===== src/rtl/uart_pkg.sv =====
// Shared types and constants for the UART transmit scheduler.
package uart_pkg;

  // Scheduler phases: waiting for a requester, forwarding a packet, discarding an aborted packet.
  typedef enum logic [1:0] {
    IDLE  = 2'd0,
    SEND  = 2'd1,
    DRAIN = 2'd2
  } sched_state_t;

  // Baud-select codes understood by the baud generator.
  localparam logic [1:0] BAUD_SEL_0 = 2'b00;
  localparam logic [1:0] BAUD_SEL_1 = 2'b01;
  localparam logic [1:0] BAUD_SEL_2 = 2'b10;
  localparam logic [1:0] BAUD_SEL_3 = 2'b11;

endpackage


===== src/rtl/uart_tx_scheduler_rr_arbiter.sv =====
// Combinational round-robin pick: first set request after ptr, wrapping around.
module rr_arbiter #(
  parameter int N  = 4,
  parameter int IW = (N > 1) ? $clog2(N) : 1
) (
  input  logic [N-1:0]  req,
  input  logic [IW-1:0] ptr,
  output logic [N-1:0]  onehot,
  output logic [IW-1:0] idx,
  output logic          any
);

  logic [IW-1:0] w_cand;

  // Scan offsets from farthest to nearest so the nearest set request after ptr overwrites the rest.
  always_comb begin
    onehot = '0;
    idx    = '0;
    any    = 1'b0;
    w_cand = '0;
    for (int k = N; k >= 1; k--) begin
      w_cand = IW'((int'(ptr) + k) % N);
      if (req[w_cand]) begin
        onehot         = '0;
        onehot[w_cand] = 1'b1;
        idx            = w_cand;
        any            = 1'b1;
      end
    end
  end

endmodule


===== src/rtl/uart_tx_scheduler.sv =====
// Shares one UART Tx path among NUM_REQ byte-stream requesters, packet by packet,
// with round-robin fairness, stall abort and between-packet baud changes.
module uart_tx_scheduler
  import uart_pkg::*;
#(
  parameter int NUM_REQ    = 4,
  parameter int WIDTH_SIZE = 8,
  parameter int TIMEOUT    = 4096
) (
  input  logic                          clk,
  input  logic                          reset,
  input  logic [NUM_REQ-1:0]            req_valid,
  input  logic [NUM_REQ*WIDTH_SIZE-1:0] req_data,
  input  logic [NUM_REQ-1:0]            req_last,
  output logic [NUM_REQ-1:0]            req_ready,
  input  logic [1:0]                    cfg_sel,
  output logic [1:0]                    baud_sel,
  output logic                          tx_valid,
  output logic [WIDTH_SIZE-1:0]         tx_data,
  input  logic                          tx_ready,
  output logic [NUM_REQ-1:0]            grant,
  output logic                          busy,
  output logic                          timeout_err
);

  localparam int              IW       = (NUM_REQ > 1) ? $clog2(NUM_REQ) : 1;
  localparam int              CW       = $clog2(TIMEOUT);
  localparam logic [CW-1:0]   CNT_LAST = CW'(TIMEOUT - 1);
  localparam logic [IW-1:0]   PTR_INIT = IW'(NUM_REQ - 1);

  sched_state_t        r_state, w_state_next;
  logic [NUM_REQ-1:0]  r_grant, w_grant_next;
  logic [IW-1:0]       r_owner, w_owner_next;
  logic [IW-1:0]       r_ptr, w_ptr_next;
  logic [CW-1:0]       r_cnt, w_cnt_next;
  logic                r_timeout_err, w_timeout_err_next;
  logic [1:0]          r_baud_sel, w_baud_sel_next;

  logic [NUM_REQ-1:0]    w_arb_onehot;
  logic [IW-1:0]         w_arb_idx;
  logic                  w_arb_any;
  logic [WIDTH_SIZE-1:0] w_req_bytes [NUM_REQ];
  logic                  w_own_valid;
  logic                  w_own_last;
  logic                  w_xfer;

  generate
    for (genvar gi = 0; gi < NUM_REQ; gi++) begin : g_unpack
      assign w_req_bytes[gi] = req_data[gi*WIDTH_SIZE +: WIDTH_SIZE];
    end
  endgenerate

  rr_arbiter #(.N(NUM_REQ), .IW(IW)) u_arb (
    .req    (req_valid),
    .ptr    (r_ptr),
    .onehot (w_arb_onehot),
    .idx    (w_arb_idx),
    .any    (w_arb_any)
  );

  assign w_own_valid = req_valid[r_owner];
  assign w_own_last  = req_last[r_owner];
  assign w_xfer      = (r_state == SEND) && w_own_valid && tx_ready;

  assign grant       = r_grant;
  assign busy        = (r_state != IDLE);
  assign timeout_err = r_timeout_err;
  assign baud_sel    = r_baud_sel;

  // Datapath decode: forward the owner's byte straight through while sending, swallow it while draining.
  always_comb begin
    tx_valid  = 1'b0;
    tx_data   = '0;
    req_ready = '0;
    case (r_state)
      SEND: begin
        tx_valid  = w_own_valid;
        tx_data   = w_req_bytes[r_owner];
        req_ready = r_grant & {NUM_REQ{tx_ready}};
      end
      DRAIN: begin
        req_ready = r_grant;
      end
      default: ;
    endcase
  end

  // Next-state logic: arbitrate in IDLE, hold the grant through req_last, abort on a long stall.
  always_comb begin
    w_state_next       = r_state;
    w_grant_next       = r_grant;
    w_owner_next       = r_owner;
    w_ptr_next         = r_ptr;
    w_cnt_next         = r_cnt;
    w_timeout_err_next = 1'b0;
    w_baud_sel_next    = r_baud_sel;
    case (r_state)
      IDLE: begin
        w_baud_sel_next = cfg_sel;
        w_cnt_next      = '0;
        if (w_arb_any) begin
          w_state_next = SEND;
          w_grant_next = w_arb_onehot;
          w_owner_next = w_arb_idx;
        end
      end
      SEND: begin
        if (w_xfer) begin
          w_cnt_next = '0;
          if (w_own_last) begin
            w_state_next = IDLE;
            w_ptr_next   = r_owner;
            w_grant_next = '0;
          end
        end else if (r_cnt == CNT_LAST) begin
          w_timeout_err_next = 1'b1;
          w_state_next       = DRAIN;
          w_cnt_next         = '0;
        end else begin
          w_cnt_next = r_cnt + 1'b1;
        end
      end
      DRAIN: begin
        if (w_own_valid && w_own_last) begin
          w_state_next = IDLE;
          w_ptr_next   = r_owner;
          w_grant_next = '0;
        end
      end
      default: begin
        w_state_next = IDLE;
        w_grant_next = '0;
      end
    endcase
  end

  // State register; the last-winner pointer starts at NUM_REQ-1 so requester 0 is served first.
  always_ff @(posedge clk) begin
    if (reset) begin
      r_state       <= IDLE;
      r_grant       <= '0;
      r_owner       <= '0;
      r_ptr         <= PTR_INIT;
      r_cnt         <= '0;
      r_timeout_err <= 1'b0;
      r_baud_sel    <= BAUD_SEL_0;
    end else begin
      r_state       <= w_state_next;
      r_grant       <= w_grant_next;
      r_owner       <= w_owner_next;
      r_ptr         <= w_ptr_next;
      r_cnt         <= w_cnt_next;
      r_timeout_err <= w_timeout_err_next;
      r_baud_sel    <= w_baud_sel_next;
    end
  end

endmodule


===== config.mk =====
export PLATFORM = sky130hd
export DESIGN_NAME = uart_tx_scheduler
export DESIGN_NICKNAME = d
export VERILOG_FILES = /design/src/rtl/uart_pkg.sv /design/src/rtl/uart_tx_scheduler_rr_arbiter.sv /design/src/rtl/uart_tx_scheduler.sv
export SDC_FILE = /design/constraint.sdc
export NUM_CORES = 1
export LEC_CHECK = 0
export CORE_MARGIN = 2
export CORE_UTILIZATION = 46
export DETAILED_ROUTE_END_ITERATION = 6
export PLACE_DENSITY = 0.81
export SYNTH_ARGS = -nofsm -noshare
export SYNTH_HDL_FRONTEND = slang
export SYNTH_SLANG_ARGS = --single-unit
export TNS_END_PERCENT = 30

===== constraint.sdc =====
create_clock -name clk -period 3.4 [get_ports clk]
set_clock_uncertainty 0.15 [all_clocks]
set_input_delay 1.02 -clock clk [delete_from_list [all_inputs] [get_ports clk]]
set_output_delay 1.02 -clock clk [all_outputs]
set_load 0.02 [all_outputs]

## After elaboration in Yosys (flattened, before gate mapping)

Cells that the tools add are included.

| operators by class | value |
|---|---|
| $lt $le $gt $ge | 10 |
| multiplexer cells | 57 |
| equality and inequality tests | 9 |
| reductions and logical operators | 16 |
| bitwise logic cells | 3 |
| $add $sub $neg | 5 |

Operators by type and width:

| operator | number |
|---|---|
| 4-bit two-way mux | 8 |
| 12-bit two-way mux | 2 |
| 2-bit two-way mux | 12 |
| 8-bit two-way mux | 3 |
| 12-bit case mux with 2 select lines | 1 |
| 8-bit binary-select mux with 2-bit select | 1 |
| 1-bit two-way mux | 16 |
| 2-bit by 3-bit less-than comparator with 1-bit output, second input constant | 5 |
| 12-bit by 1-bit adder with 12-bit output, second input constant | 1 |
| 1-bit binary-select mux with 2-bit select | 6 |
| 12-bit == test, second input constant | 1 |
| 4-bit case mux with 3 select lines | 1 |
| 4-bit AND reduction | 3 |
| 1-bit demux with 2-bit select | 4 |
| 2-bit by 1-bit >= comparator with 1-bit output, second input constant | 4 |
| 4-bit case mux with 2 select lines | 1 |
| 1-bit logical AND | 7 |
| 2-bit != test, second input constant | 3 |
| 2-bit case mux with 3 select lines | 1 |
| 2-bit nonzero test | 3 |
| 2-bit by 1-bit adder with 2-bit output, second input constant | 2 |
| 2-bit adder, second input constant | 2 |
| 4-bit bitwise AND | 1 |
| 2-bit case mux with 2 select lines | 1 |
| other kinds (11) | 11 |

| storage, ports and cells | value |
|---|---|
| output and inout port bits | 21 |
| register bits | 25 |
| bits of input ports | 45 |

## Logic depth before layout (Yosys ltp)

| logic depth | value |
|---|---|
| word-level depth | 11 |
| mapped depth | 9 |
| mapped depth without buffers | 7 |

## Hierarchy

Synthesis repeated with hierarchy kept, for this count alone.

| second synthesis, totals | value |
|---|---|
| cell total of the unflattened synthesis | 238 |
| area, all modules | 2052.0 µm² |

By module, submodules not included:

| module | cells an instance | area each (µm²) | times used |
|---|---|---|---|
| uart_tx_scheduler | 168 | 1498.9 | 1 |
| rr_arbiter | 70 | 553.0 | 1 |

## Worst setup path before layout

OpenSTA, ideal clock, no wires.

| timing path | value |
|---|---|
| kind | input port to output port |
| start | input req_valid[0] |
| end | output tx_valid |
| stages on the path | 3 |
| arrival | 1.919 ns |
| path buffers | 1 |
| path slack | 0.311 ns |
| path through | buf_2 mux4_2 and2_1 |

| on the way | value |
|---|---|
| cells in the longest elaborated chain, start to end | 3 |

RTL lines:

| item | line | text |
|---|---|---|
| start: declaration | uart_tx_scheduler.sv:12 | `input logic [NUM_REQ-1:0] req_valid,` |
| 1-bit binary-select mux with 2-bit select | uart_tx_scheduler.sv:61 | `assign w_own_valid = req_valid[r_owner];` |
| 1-bit two-way mux (implied by the code) | uart_tx_scheduler.sv:61 |  |
| 1-bit two-way mux | uart_tx_scheduler.sv:75 | `case (r_state)` |
| end: declaration | uart_tx_scheduler.sv:18 | `output logic tx_valid,` |

Every way passes these cells. The select of a mux whose other input is x is not followed.

## Final worst setup path

| timing path | value |
|---|---|
| start | input req_data[30] |
| end | output tx_data[6] |

| on the way | value |
|---|---|
| cells in the longest elaborated chain, start to end | 4 |

RTL lines:

| item | line | text |
|---|---|---|
| start: declaration | uart_tx_scheduler.sv:13 | `input logic [NUM_REQ*WIDTH_SIZE-1:0] req_data,` |
| 8-bit binary-select mux with 2-bit select | uart_tx_scheduler.sv:78 | `tx_data = w_req_bytes[r_owner];` |
| 8-bit two-way mux (implied by the code) (2 in series) | uart_tx_scheduler.sv:78 |  |
| 8-bit two-way mux | uart_tx_scheduler.sv:75 |  |
| end: declaration | uart_tx_scheduler.sv:19 | `output logic [WIDTH_SIZE-1:0] tx_data,` |

Every way passes these cells. The select of a mux whose other input is x is not followed.

==> results.ini <==
[cts]
cts_tree=done
cts-root-buf=clkbuf_8
post-cts-setup-buffers=0
cts.sink_count=25
numCtsBuffers=3
path_clk_slew_ps=80
cts_max_path_buffers=2
htreeDepth=1
clk_latency_ps=270

[floorplan]
io_pins=66
die_w_um=69.4
start_util_pct=48.5
die_h_um=69.4
dieArea_mm2=0.00481
coreArea_mm2=0.00406
fp-row-count=23

[route]
via_per_inst=5.73
postRouteAntennaNets=0
dr.pass1.iters=5
routed_wl_um=5090
wl_per_cell_um=15.4
num_vias=1890
drc=0
drt_iter0_markers=68

[setup_path]
cp_num_cells=4
crit_chain=clkdlybuf4s50_1, mux4_2, and2_4, buf_4
max_stage_delay_ps=480
critical-path-slowest-cell=mux4_2
reg2reg_from=r_ptr[1]
cp-end-kind=primary output
worst_ep_required_time_ps=2230
criticalPathCategory=primary input to primary output
critPathLaunchType=primary input
crit_arrival_ps=2210
r2r_end=grant[2]
critPathBufInv=2
rrSetupSlack_ps=850
cpLargestDelayFamily=buffers and inverters
crit_fanout=1
reg2regPathDepth=7

[timing]
slew_headroom_pct=61.3
finalSetupViolCount=0
rsz0062_at_grt=true
whs_ps=337
worst_slew_pin_slew_ps=575
period_share_pct=99.4
fin_crit_ps=3380
finalHoldViolCount=0
fin_setup_tns_ps=0
fmax_ghz=0.296
finalMaxSlewViolations=0

[finish]
final_layout_size_suffix_gt1_share_pct=20.4
diodes=0
multi_input_area_mm2=0.00138
fin_util_pct=67.0
layout_common_cells=46 x clkdlybuf4s50_1, 26 x nor2_1, 25 x dfxtp_1
register_area_um2=500
syn_to_final_growth_pct=38.3
nNetsFinal=337
fillers=351
final_common_cell=clkdlybuf4s50_1

[hold_path]
holdPathStages=2
min_from=grant[2]
hold_path.class=flip-flop to flip-flop
hold_end=grant[2]

[place]
place_congestion=0.913
detailed_place_hpwl_um=3980
portBuffers=65

[global_route]
grt_pass1_wl_um=8390
grt_overflow_total=0
track_usage_pct=20.9
antenna_found_initial=0
grt_max_degree=22
grt_pass1_vias=1843

[power]
p_seq_share_pct=23.6
combPwrFrac_pct=66.1
p_clk_share_pct=10.2
p_leak_nw=1.11
p_int_mw=0.983
vdd_drop_max_mv=0.421
swShare_pct=42.8
p_switching_mw=0.734
p_total_mw=1.72
power_density_mw_per_mm2=631

[synth]
ys_ff_latch=25
postSynth.asyncResetShare_pct=0
ys.warnings.count=0
yosysSeqAreaShare_pct=25.4
synth_edf_count=0
synth_flop_cell=dfxtp_1
syn_inst=210
syn_nets=266
syn_area_mm2=0.00197
ys_types=42
syn_area_per_cell_um2=9.37

[status]
status=completed

[job]
drv_cap=0

==> final cells by class <==
type | instances | area share (%)
multi-input cells | 167 | 50.7
repair buffers | 78 | 26.0
flip-flops and latches | 25 | 18.4
well taps | 50 | 2.30
clock buffers | 3 | 1.52
inverters | 6 | 0.828
clock inverters | 1 | 0.184
==> cell families after synthesis <==
group | count (synthesis) | synth area share [%]
AO/OA/AOI/OAI | 40 | 15.6
buffers and inverters | 18 | 4.90
multiplexers | 25 | 21.0
XOR/XNOR | 6 | 2.67
flip-flops | 25 | 25.4
AND/OR/NAND/NOR | 85 | 23.3
adder cells (fa/ha/maj) | 11 | 7.00
==> per-stage QoR <==
step	std cells	cell area, µm²	worst slack (ps)
after floorplan	210	1970	311
after global placement	326	2700	-411
after detailed placement	326	2700	-418
after CTS	330	2690	-30.5
after global routing	330	2720	-21.1
final	330	2720	21.5
==> sequential cells by signal, summed over array words and instances, names as in the netlist <==
register,count
baud_sel,2
grant,4
r_cnt,12
r_owner,2
r_ptr,2
r_state,2
timeout_err,1
==> worst min-delay path, cell delays in order (launching register included) <==
cell      delay [ps]
dfxtp_1          330
nand2b_1          60
mux2i_1           50
==> layer usage <==
layer / global-route usage (%) / part of all wire (%) / vias to the layer above
met3: 2.91 / 7.1 / 5
met2: 36.0 / 47 / 93
li1: - / - / 919
met1: 27.7 / 45 / 873
met5: 0 / 0 / -
met4: 5.01 / 0.94 / 0
==> power groups by stage <==
stage	Clock, mW	Combinational [mW]	Sequential, mW
floorplan	0	0.757	0.432
global placement	0	1.12	0.408
detailed placement	0	1.14	0.410
CTS	0.180	1.11	0.406
global route	0.191	1.23	0.414
finish	0.176	1.14	0.406
==> repair_timing <==
action	in CTS	in global routing
endpoints found under the setup margin	13	7
pin swaps	0	1
gates resized for setup	52	14
endpoints found under the hold margin	0	0
hold buffers	0	0
==> how the worst max path moves through the flow <==
stage / startpoint / endpoint / slack [ps]
finish: req_data[30] / tx_data[6] / 20
global route: req_data[10] / tx_data[2] / -20
CTS: req_valid[3] / tx_valid / -30
detailed placement: req_valid[3] / tx_valid / -420
global placement: req_valid[3] / tx_valid / -410
floorplan: req_valid[0] / tx_valid / 310
==> synthesized netlist by cell type, types with 5 or more instances <==
cell,number,area (µm²)
dfxtp_1,25,500
buf_2,5,25.0
and2_1,15,93.8
mux4_2,13,293
nor3_1,5,25.0
nand2b_1,9,56.3
nor2_1,26,97.6
mux2i_1,12,120
ha_1,11,138
nand2_1,11,41.3
a21oi_1,9,45.0
No activity file was read; power rests on OpenSTA's default activity.
